File: src/rtl/sipo_deserializer_rx_pkg.sv
// rtl/sipo_deserializer_rx_pkg.sv - shared FSM and bit-order encodings for the serial datapath
package sipo_deserializer_rx_pkg;

   localparam logic [0:0] ST_IDLE  = 1'b0;
   localparam logic [0:0] ST_SHIFT = 1'b1;

   // Bit-order encodings are common with the transmit shifters.
   localparam logic [0:0] ORDER_LSB = 1'b0;
   localparam logic [0:0] ORDER_MSB = 1'b1;

endpackage

File: src/rtl/sipo_out_buffer.sv
// rtl/sipo_out_buffer.sv - single-entry valid/ready output register with drop and sticky overrun
module sipo_out_buffer #(
   parameter int WIDTH = 16
) (
   input  logic             clk,
   input  logic             rst_n,
   input  logic             clear,
   input  logic             load,
   input  logic [WIDTH-1:0] load_data,
   input  logic             dout_ready,
   output logic [WIDTH-1:0] dout,
   output logic             dout_valid,
   output logic             overrun
);

   logic [WIDTH-1:0] data_q, data_d;
   logic             valid_q, valid_d;
   logic             ovr_q, ovr_d;
   logic             pop;

   always_comb begin
      data_d  = data_q;
      valid_d = valid_q;
      ovr_d   = ovr_q;
      pop     = valid_q & dout_ready;
      if (clear) begin
         data_d  = '0;
         valid_d = 1'b0;
         ovr_d   = 1'b0;
      end else if (load) begin
         // A pop in the same cycle frees the slot, so the new word is not dropped.
         if (!valid_q || pop) begin
            data_d  = load_data;
            valid_d = 1'b1;
         end else begin
            ovr_d = 1'b1;
         end
      end else if (pop) begin
         valid_d = 1'b0;
      end
   end

   always_ff @(posedge clk or negedge rst_n) begin
      if (!rst_n) begin
         data_q  <= '0;
         valid_q <= 1'b0;
         ovr_q   <= 1'b0;
      end else begin
         data_q  <= data_d;
         valid_q <= valid_d;
         ovr_q   <= ovr_d;
      end
   end

   assign dout       = data_q;
   assign dout_valid = valid_q;
   assign overrun    = ovr_q;

endmodule

File: src/rtl/sipo_deserializer_rx.sv
// rtl/sipo_deserializer_rx.sv - serial-to-parallel receiver with per-word bit order and output buffer
module sipo_deserializer_rx
   import sipo_deserializer_rx_pkg::*;
#(
   parameter int WIDTH = 16,
   localparam int CNT_W = $clog2(WIDTH)
) (
   input  logic             clk,
   input  logic             rst_n,
   input  logic             clear,
   input  logic             msb_first,
   input  logic             ser_valid,
   input  logic             ser_data,
   output logic [WIDTH-1:0] dout,
   output logic             dout_valid,
   input  logic             dout_ready,
   output logic             busy,
   output logic [CNT_W-1:0] bit_cnt,
   output logic             overrun
);

   localparam logic [CNT_W-1:0] CNT_LAST = CNT_W'(WIDTH - 1);

   logic [0:0]       state_q, state_d;
   logic [CNT_W-1:0] cnt_q, cnt_d;
   logic [WIDTH-1:0] sh_q, sh_d;
   logic [0:0]       order_q, order_d;
   logic [0:0]       order_cur;
   logic [WIDTH-1:0] sh_shifted;
   logic             accept;
   logic             complete;

   always_comb begin
      accept     = ser_valid & ~clear;
      // Bit order is sampled only on the first bit of a word.
      order_cur  = (state_q == ST_IDLE) ? msb_first : order_q;
      sh_shifted = (order_cur == ORDER_MSB) ? {sh_q[WIDTH-2:0], ser_data}
                                            : {ser_data, sh_q[WIDTH-1:1]};
      complete   = accept && (cnt_q == CNT_LAST);

      state_d = state_q;
      cnt_d   = cnt_q;
      sh_d    = sh_q;
      order_d = order_q;
      if (clear) begin
         state_d = ST_IDLE;
         cnt_d   = '0;
         sh_d    = '0;
      end else if (accept) begin
         order_d = order_cur;
         if (complete) begin
            state_d = ST_IDLE;
            cnt_d   = '0;
            sh_d    = '0;
         end else begin
            state_d = ST_SHIFT;
            cnt_d   = cnt_q + CNT_W'(1);
            sh_d    = sh_shifted;
         end
      end
   end

   always_ff @(posedge clk or negedge rst_n) begin
      if (!rst_n) begin
         state_q <= ST_IDLE;
         cnt_q   <= '0;
         sh_q    <= '0;
         order_q <= ORDER_LSB;
      end else begin
         state_q <= state_d;
         cnt_q   <= cnt_d;
         sh_q    <= sh_d;
         order_q <= order_d;
      end
   end

   sipo_out_buffer #(.WIDTH(WIDTH)) u_out_buffer (
      .clk        (clk),
      .rst_n      (rst_n),
      .clear      (clear),
      .load       (complete),
      .load_data  (sh_shifted),
      .dout_ready (dout_ready),
      .dout       (dout),
      .dout_valid (dout_valid),
      .overrun    (overrun)
   );

   assign busy    = (state_q == ST_SHIFT);
   assign bit_cnt = cnt_q;

endmodule

File: config.mk
export PLATFORM = sky130hd
export DESIGN_NAME = sipo_deserializer_rx
export DESIGN_NICKNAME = d
export VERILOG_FILES = /design/src/rtl/sipo_deserializer_rx_pkg.sv /design/src/rtl/sipo_out_buffer.sv /design/src/rtl/sipo_deserializer_rx.sv
export SDC_FILE = /design/constraint.sdc
export NUM_CORES = 1
export LEC_CHECK = 0
export CORE_MARGIN = 1.5
export CORE_UTILIZATION = 40
export CTS_BUF_LIST = sky130_fd_sc_hd__clkbuf_8
export CTS_CLUSTER_SIZE = 14
export DETAILED_ROUTE_END_ITERATION = 10
export GPL_ROUTABILITY_DRIVEN = 0
export PLACE_DENSITY = 0.74
export SLEW_MARGIN = 15
export SYNTH_ARGS = -nofsm -noshare
export SYNTH_HDL_FRONTEND = slang
export SYNTH_HIERARCHICAL = 1
export SYNTH_SLANG_ARGS = --single-unit
File: constraint.sdc
create_clock -name clk -period 2.3 [get_ports clk]
set_input_delay 0.46 -clock clk [delete_from_list [all_inputs] [get_ports clk]]
set_output_delay 0.46 -clock clk [all_outputs]
set_load 0.1 [all_outputs]
==> metrics, run 1 <==
status=complete, no violations; syn avg cell area=12.2 um2; Setup CP Type=primary input to register; Initial DRC Count=81; Arrival @ worst endpoint=2.19 ns; EDFF count, synth=0; Clock Latency Late Sink=0.29 ns; CTS tree=built; Diodes inserted=0; drt via density=5.26; # nets final=203; synth cell count leaders=dfrtp_1, nand2b_1, mux2i_1, mux2_2, a32o_1; Post-CTS Resized=0; clock power share=32.3%; Final min period=1.98 ns; top-area cell type share of the netlist area=51.5%; count leader, synth=dfrtp_1; endpoints failing setup=0; area of placed instances=2260 um2; crit path max fanout=8; multiplexer area fraction after synthesis=18.7%; CTS max path bufs=2; cell area after layout=2340 um2; Logic pwr share=11.9%; maximum VDD drop=262 uV; CTS Sinks=40; Peak Freq=0.504 GHz; Sw Share=24.9%; Root Driver=clkbuf_8; Async S/R FF share, synth=100%; synth warn=6; top post-synthesis cells by area=dfrtp_1, nand2b_1, mux2_2; RSZ-0062 raised after global routing=no; CP required=2.50 ns; worst slew pin tran=0.709 ns; largest family of logic cells by synthesized area=multiplexers; Total GRT Usage=15.8%; Synth cell types=21; sequential element share of the synthesized area=51.5%; clk_skew=0.00406 ns; Setup Buffers After CTS=0; power share of the sequential group=55.7%; cell internal pwr=0.974 mW; Post-Synth XOR/XNOR Area=0.901%; predominant post-synthesis flop cell=dfrtp_1; buffers added on ports=29; met2 Track Usage GR=22.5%; DRC viols=0; drt total wl=3750 um; first-pass GRT wire length=6350 um; # fillers=423; share of cells above drive strength 1=33.8%; cells after synthesis=159; Synth Area in Compound Gates=9.34%; Chip Width=72.7 um; grt met1 use=22.5%; post-route ant nets=0; Storage cell area=1010 um2; Rows=25; max-slew violation count=0; Synth Area in Adders=0.644%; Pwr Total=1.30 mW; flops & latches, synth=40; Synth area leader=dfrtp_1; CP endpoint kind=register; period utilization=86.3%; Starting Density=41.4%; Ports=30; Rel. slew slack=52.7%; Synth Net Count=167; CORE AREA=4690 um2; area taken by multi-input logic gates=878 um2; met3 global-route usage=4.97%; H-Tree Level Count=2; Area Overhead vs Synth=20.7%; Lkg Pwr=1.05 nW; Synth Cell Area=1940 um2; Max-Cap Viols=0; simple-gate share of the synthesized area=15.3%; DP Worst Slack=-0.137 ns; most crowded layer after global routing=met2; hpwl dp=2580 um; TNS Setup=0 ns; WL per Instance=15.0 um; Hold/Removal Path Class=primary input to asynchronous set/reset pin; hold slack=0.0487 ns; GRT overflow=0; die area=5280 um2; CTS Buf Count=5; CTS clock-pin slew for the worst setup and hold paths=0.07 ns; Critical Path Source Type=primary input; drt first pass iters=4; Power Dens Cells=553 nW/um2; vias in the first global route=1291; switching power=0.323 mW; die span in y=72.7 um; largest net degree at the start of global routing=37; initial antenna violation count=0; via count=1310; worst setup margin=0.316 ns; final hold vios=0; hold_buf cts=0
critical path: stages:
cell and delay (ns):
clkdlybuf4s50_1 0.48, buf_4 0.17, nand2b_1 0.16, nor2_1 0.26, nor2b_2 0.22, buf_4 0.20
mux2i_1 0.24
registers in the layout, indices dropped and copies added, names as in the netlist:
signal	count
u_out_buffer/dout	16
sh_q	16
busy	1
order_q	1
bit_cnt	4
u_out_buffer/dout_valid	1
u_out_buffer/overrun	1
stage by stage:
step,utilization [%],std cells
after floorplan,-,159
after global placement,48.2,242
after detailed placement,48.2,242
after CTS,49.9,249
after global routing,50.0,249
final,50.0,249
cell type report:
class,count,area share [%]
timing repair buffer,39,13.4
tap,54,2.88
sequential,40,43.0
clock buffer,5,2.93
multi-input combinational,109,37.5
clock inverter,2,0.320
kinds of logic after synthesis:
logic type                 Yosys count
AOI/OAI and AO/OA                   20
muxes                               34
DFF                                 40
buffers and inverters               10
and+or+nand+nor                     52
adders and majority gates            1
xor gates and xnor gates             2
power groups by stage:
stage / clock network (mW) / logic, mW / registers [mW]
floorplan: 0 / 0.0645 / 0.766
global placement: 0 / 0.154 / 0.736
detailed placement: 0 / 0.155 / 0.736
CTS: 0.440 / 0.156 / 0.723
global route: 0.474 / 0.166 / 0.724
finish: 0.419 / 0.154 / 0.723
placed cells by master, fill, tap and decap left out, drive strengths merged:
master         netlist  final
nand2                7      7
nor2b                3      3
nor2                 7      7
nand2b              33     33
dfrtp               40     40
clkdlybuf4s50        0      5
o21ai                3      3
buf                  4     34
a32o                16     16
mux2i               18     18
a21oi                1      1
xor2                 2      2
nand3                2      2
ha                   1      1
clkbuf               6      5
inv                  0      2
mux2                16     16
path summary, 6_finish.rpt:
check                            from              endpoint  slack [ns]  depth (start not counted)
setup / recovery                clear  u_out_buffer/dout[1]        0.32                          7
min in group clk              sh_q[0]               sh_q[0]        0.50                          1
hold reg to reg               sh_q[0]               sh_q[0]        0.50                          1
hold / removal                  rst_n            bit_cnt[1]        0.05                          1
max in group asynchronous       rst_n  u_out_buffer/overrun        1.75                          2
setup reg to reg           bit_cnt[0]  u_out_buffer/dout[1]        0.65                          6
routing by layer:
| metal | vias to the layer above | wire [um] |
|---|---|---|
| li1 | 633 | - |
| met1 | 637 | 1830 |
| met2 | 35 | 1650 |
| met3 | 5 | 200 |
| met4 | 0 | 64 |
| met5 | - | 0 |
Power figures use the tool's default switching activity.
==> inputs of run 2 (changes only) <==
--- a/config.mk
+++ b/config.mk
@@ -5,13 +5,15 @@
 export SDC_FILE = /design/constraint.sdc
 export NUM_CORES = 1
 export LEC_CHECK = 0
+export CORE_ASPECT_RATIO = 1.25
 export CORE_MARGIN = 1.5
 export CORE_UTILIZATION = 40
 export CTS_BUF_LIST = sky130_fd_sc_hd__clkbuf_8
 export CTS_CLUSTER_SIZE = 14
 export DETAILED_ROUTE_END_ITERATION = 10
+export DONT_BUFFER_PORTS = 1
 export GPL_ROUTABILITY_DRIVEN = 0
-export PLACE_DENSITY = 0.74
+export PLACE_DENSITY = 0.66
 export SLEW_MARGIN = 15
 export SYNTH_ARGS = -nofsm -noshare
 export SYNTH_HDL_FRONTEND = slang
==> run 2 against run 1 <==
  * Hold slack got worse by 0.044 ns
  * Critical endpoint is now sh_q[15]
  * Routed wire length rose by 0.27%
  * Global-route usage fell by 0.60 points
  * Highest routed layer unchanged
  * Clock power rose by 11%
  * Maximum frequency rose by 24%
  * Critical path type is now register to register
  * Design area fell by 2.6%
  * Power rose by 1.5%
  * Non-clock buffer count fell by 9
==> metrics, run 2 (same netlist as run 1, synthesis figures left out) <==
RSZ-0062 raised after global routing=no; GRT overflow=0 (unchanged); TNS Setup=0 ns (unchanged); worst setup margin=0.696 ns (+0.380 ns); Root Driver=clkbuf_8; Diodes inserted=0 (unchanged); Rows=28 (+12%); CTS max path bufs=2 (unchanged); endpoints failing setup=0 (unchanged); Setup CP Type=register to register; CP endpoint kind=register; period utilization=69.7% (-17 points); most common cell after layout, fill and taps aside=dfrtp_1; DRC viols=0 (unchanged); Max-Cap Viols=0 (unchanged); CTS Sinks=40 (unchanged); initial antenna violation count=0 (unchanged); final hold vios=0 (unchanged); # fillers=432 (+2.1%); die span in y=80.9 um (+11%); Peak Freq=0.623 GHz (+24%); first-pass GRT wire length=6020 um (-5.1%); die area=5290 um2 (about the same); worst slew pin tran=0.304 ns (-0.406 ns); Clock Latency Late Sink=0.29 ns (about the same); CORE AREA=4690 um2 (about the same); Hold/Removal Path Class=primary input to asynchronous set/reset pin; CP required=2.48 ns (-0.02 ns); clk_skew=0.00625 ns (+0.00219 ns); Starting Density=41.4% (about the same); DP Worst Slack=0.667 ns (+0.803 ns); largest net degree at the start of global routing=41 (+11%); Critical Path Source Type=register; Power Dens Cells=576 nW/um2 (+4.2%); via count=1303 (-0.53%); Total GRT Usage=15.3% (-0.60 points); Initial DRC Count=55 (-32%); Lkg Pwr=1.02 nW (-3.0%); WL per Instance=15.2 um (+1.1%); CTS Buf Count=5 (unchanged); CTS tree=built; Pwr Total=1.32 mW (+1.5%); post-route ant nets=0 (unchanged); Chip Width=65.3 um (-10%); most frequent cells in the layout=dfrtp_1, nand2b_1, buf_4, mux2i_1, mux2_2; Area Overhead vs Synth=17.5%; # nets final=194 (-4.4%); H-Tree Level Count=2 (unchanged); drt total wl=3760 um (+0.27%); crit path max fanout=17 (+9); maximum VDD drop=257 uV (-2.0%); drt via density=5.28 (+0.27%); Arrival @ worst endpoint=1.78 ns (-0.41 ns); status=complete, no violations; max-slew violation count=0 (unchanged); drt first pass iters=4 (unchanged); Ports=30 (unchanged); share of cells above drive strength 1=32.6% (-1.2 points); CTS clock-pin slew for the worst setup and hold paths=0.07 ns (about the same); hpwl dp=2620 um (+1.7%); Final min period=1.60 ns (-0.380 ns); Rel. slew slack=79.8% (+27 points); buffers added on ports=0 (-100%); vias in the first global route=1251 (-3.1%)
run 2: power by group:
part	switching [mW]	internal, mW	total [mW]
Clock	0.230	0.236	0.465
Combinational	0.0836	0.0464	0.130
Sequential	0.00733	0.713	0.721
Total	0.321	0.995	1.32
run 2: area by class of cell:
class	instances	area [um2]	area share [%]
well taps	60	75.1	3.29
multi-input cells	109	873	38.2
repair buffers	30	238	10.4
clock inverters	2	7.51	0.329
clock buffers	6	82.6	3.62
flip-flops and latches	40	1010	44.1
run 2: critical path, stage by stage, from the launching register on:
cell	delay (ns)
dfrtp_2	0.41
mux2i_2	0.16
buf_4	0.26
mux2_2	0.39
a32o_1	0.26
run 2: path summary, 6_finish.rpt:
path | depth (start not counted) | end | start | slack, ns
max | 4 | sh_q[15] | busy | 0.70
min | 1 | u_out_buffer/dout[7] | rst_n | 0.005
max reg2reg | 4 | sh_q[15] | busy | 0.70
min reg2reg | 1 | sh_q[0] | sh_q[0] | 0.51
max in group asynchronous | 1 | bit_cnt[1] | rst_n | 2.08
min in group clk | 1 | bit_cnt[2] | clear | 0.23
run 2: stage by stage:
| stage | instance area, um2 | hold WS [ns] | util, % | instances |
|---|---|---|---|---|
| floorplan | 1950 | 0.164 | - | 159 |
| finish | 2280 | 0.00482 | 48.6 | 247 |
| detailed placement | 2170 | 0.166 | 46.3 | 238 |
| global route | 2280 | 0.00623 | 48.6 | 247 |
| CTS | 2280 | 0.00793 | 48.6 | 247 |
| global placement | 2170 | 0.165 | 46.3 | 238 |
run 2: timing repair:
action	4_1_cts	5_1_grt
gates resized for setup	0	0
hold buffers	1	0
hold endpoints to repair	40	0
buffers inserted	0	0
endpoints found under the setup margin	0	0
run 2: per-layer routing:
layer	vias up	track usage, %	wire length [um]
li1	616	-	-
met1	644	18.3	1530
met2	35	25.8	2010
met3	8	4.02	135
met4	0	6.46	78
met5	-	0	0
==> inputs of run 3 (changes only) <==
==> constraint.sdc (replaced) <==
create_clock -name clk -period 1.65 [get_ports clk]
set_input_delay 0.33 -clock clk [delete_from_list [all_inputs] [get_ports clk]]
set_output_delay 0.33 -clock clk [all_outputs]
set_load 0.1 [all_outputs]
==> run 3 against run 2 <==
  * Combinational power is 58% higher
  * Via count rose by 1.2%
  * Final cell count increased by 0.40%
  * Design area is 5.9% higher
  * Critical endpoint is now sh_q[4]
  * Largest power group unchanged
==> metrics, run 3 (same netlist as run 1, synthesis figures left out) <==
TNS Setup=0 ns (unchanged); status=complete, no violations; largest net degree at the start of global routing=41 (unchanged); worst slew pin tran=0.309 ns (+0.00517 ns); drt via density=5.31 (+0.74%); delay-heaviest family, CP=multiplexers; max-slew violation count=0 (unchanged); most frequent cells in the layout=dfrtp_1, nand2b_1, buf_4, mux2i_1, a32o_1; die area=5290 um2 (unchanged); Diodes inserted=0 (unchanged); crit path max fanout=17 (unchanged); Clock Latency Late Sink=0.29 ns (about the same); Power Dens Cells=831 nW/um2 (+44%); CTS Sinks=40 (unchanged); Pwr Total=2.01 mW (+53%); DP Worst Slack=0.0354 ns (-0.631 ns); Starting Density=41.4% (unchanged); # nets final=195 (+0.52%); CTS Buf Count=5 (unchanged); # fillers=430 (-0.46%); worst setup margin=0.0209 ns (-0.675 ns); Arrival @ worst endpoint=1.81 ns (+0.03 ns); GRT overflow=0 (unchanged); Initial DRC Count=90 (+64%); DRC viols=0 (unchanged); Root Driver=clkbuf_8; hpwl dp=2680 um (+2.2%); drt first pass iters=4 (unchanged); first-pass GRT wire length=6910 um (+15%); Setup CP Type=register to register; most common cell after layout, fill and taps aside=dfrtp_1; slowest cell on the critical path=dfrtp_4; WL per Instance=15.9 um (+4.5%); CP max stage delay=0.50 ns (+0.09 ns); via count=1318 (+1.2%); buffers added on ports=0 (unchanged); Rows=28 (unchanged); Peak Freq=0.614 GHz (-1.5%); vias in the first global route=1459 (+17%); H-Tree Level Count=2 (unchanged); die span in y=80.9 um (unchanged); CTS tree=built; post-route ant nets=0 (unchanged); Max-Cap Viols=0 (unchanged); initial antenna violation count=0 (unchanged); CORE AREA=4690 um2 (unchanged); Lkg Pwr=1.06 nW (+3.6%); Area Overhead vs Synth=24.4%; Final min period=1.63 ns (+0.0252 ns); share of cells above drive strength 1=34.6% (+2.0 points); clk_skew=0.00430 ns (-0.00195 ns); final hold vios=0 (unchanged); maximum VDD drop=435 uV (+70%); period utilization=98.7% (+29 points); CP required=1.84 ns (-0.64 ns); drt total wl=3940 um (+4.9%); Chip Width=65.3 um (unchanged); Hold/Removal Path Class=primary input to register; chain of cells forming the critical path=mux2i_4 > buf_12 > mux2_2 > a32o_1; CTS clock-pin slew for the worst setup and hold paths=0.08 ns (about the same); CP endpoint kind=register; endpoints failing setup=0 (unchanged); Ports=30 (unchanged); Rel. slew slack=79.4% (-0.34 points); RSZ-0062 raised after global routing=yes; Critical Path Source Type=register; Buf/Inv on CP=1 (unchanged); Post-Route Utilization=51.5% (+2.9 points); Total GRT Usage=17.1% (+1.9 points); CTS max path bufs=2 (unchanged)
-- run 3: cell types whose count changed in the layout (fill, tap and decap cells not counted), sizes merged --
cell,previous run,this run
bufinv,0,1
clkbuf,6,5
clkinv,0,1
dlygate4sd3,0,1
inv,2,1
-- run 3: where the power goes --
part / switching, mW / total, mW / internal [mW]
Clock: 0.351 / 0.794 / 0.443
Combinational: 0.125 / 0.206 / 0.0805
Sequential: 0.0132 / 1.01 / 0.997
-- run 3: layout make-up --
cell class	instances	area, um2	share of cell area [%]
flip-flops and latches	40	1020	42.1
multi-input cells	109	957	39.6
repair buffers	31	260	10.8
well taps	60	75.1	3.11
clock buffers	5	68.8	2.85
clock inverters	3	38.8	1.60
-- run 3: through the flow --
stage / cell area (um2) / cells / hold WS (ns)
final: 2420 / 248 / 0.0883
after global routing: 2420 / 248 / 0.0814
after CTS: 2410 / 248 / 0.0871
after detailed placement: 2280 / 238 / 0.0355
after global placement: 2280 / 238 / 0.0354
after floorplan: 2050 / 159 / 0.0344
-- run 3: worst paths after layout --
path	slack, ns	depth (start not counted)	to	from
worst max-delay path	0.02	4	sh_q[4]	busy
worst min-delay path	0.09	1	bit_cnt[2]	clear
worst max register to register	0.02	4	sh_q[4]	busy
worst min register to register	0.50	1	sh_q[0]	sh_q[0]
max in group asynchronous	0.95	2	bit_cnt[0]	rst_n
min in group asynchronous	0.48	2	u_out_buffer/dout[9]	rst_n
-- run 3: timing repair --
action,CTS,global route
setup buffers,0,0
endpoints found under the hold margin,40,0
gates resized for setup,0,1
hold buffers,2,0
endpoints found under the setup margin,0,4
-- run 3: metal layers --
metal	track usage, %	up-vias	part of all wire [%]
met3	5.40	6	6.5
met1	20.5	656	43
met4	6.88	0	1.8
met5	0	-	0
li1	-	617	-
met2	28.6	39	49
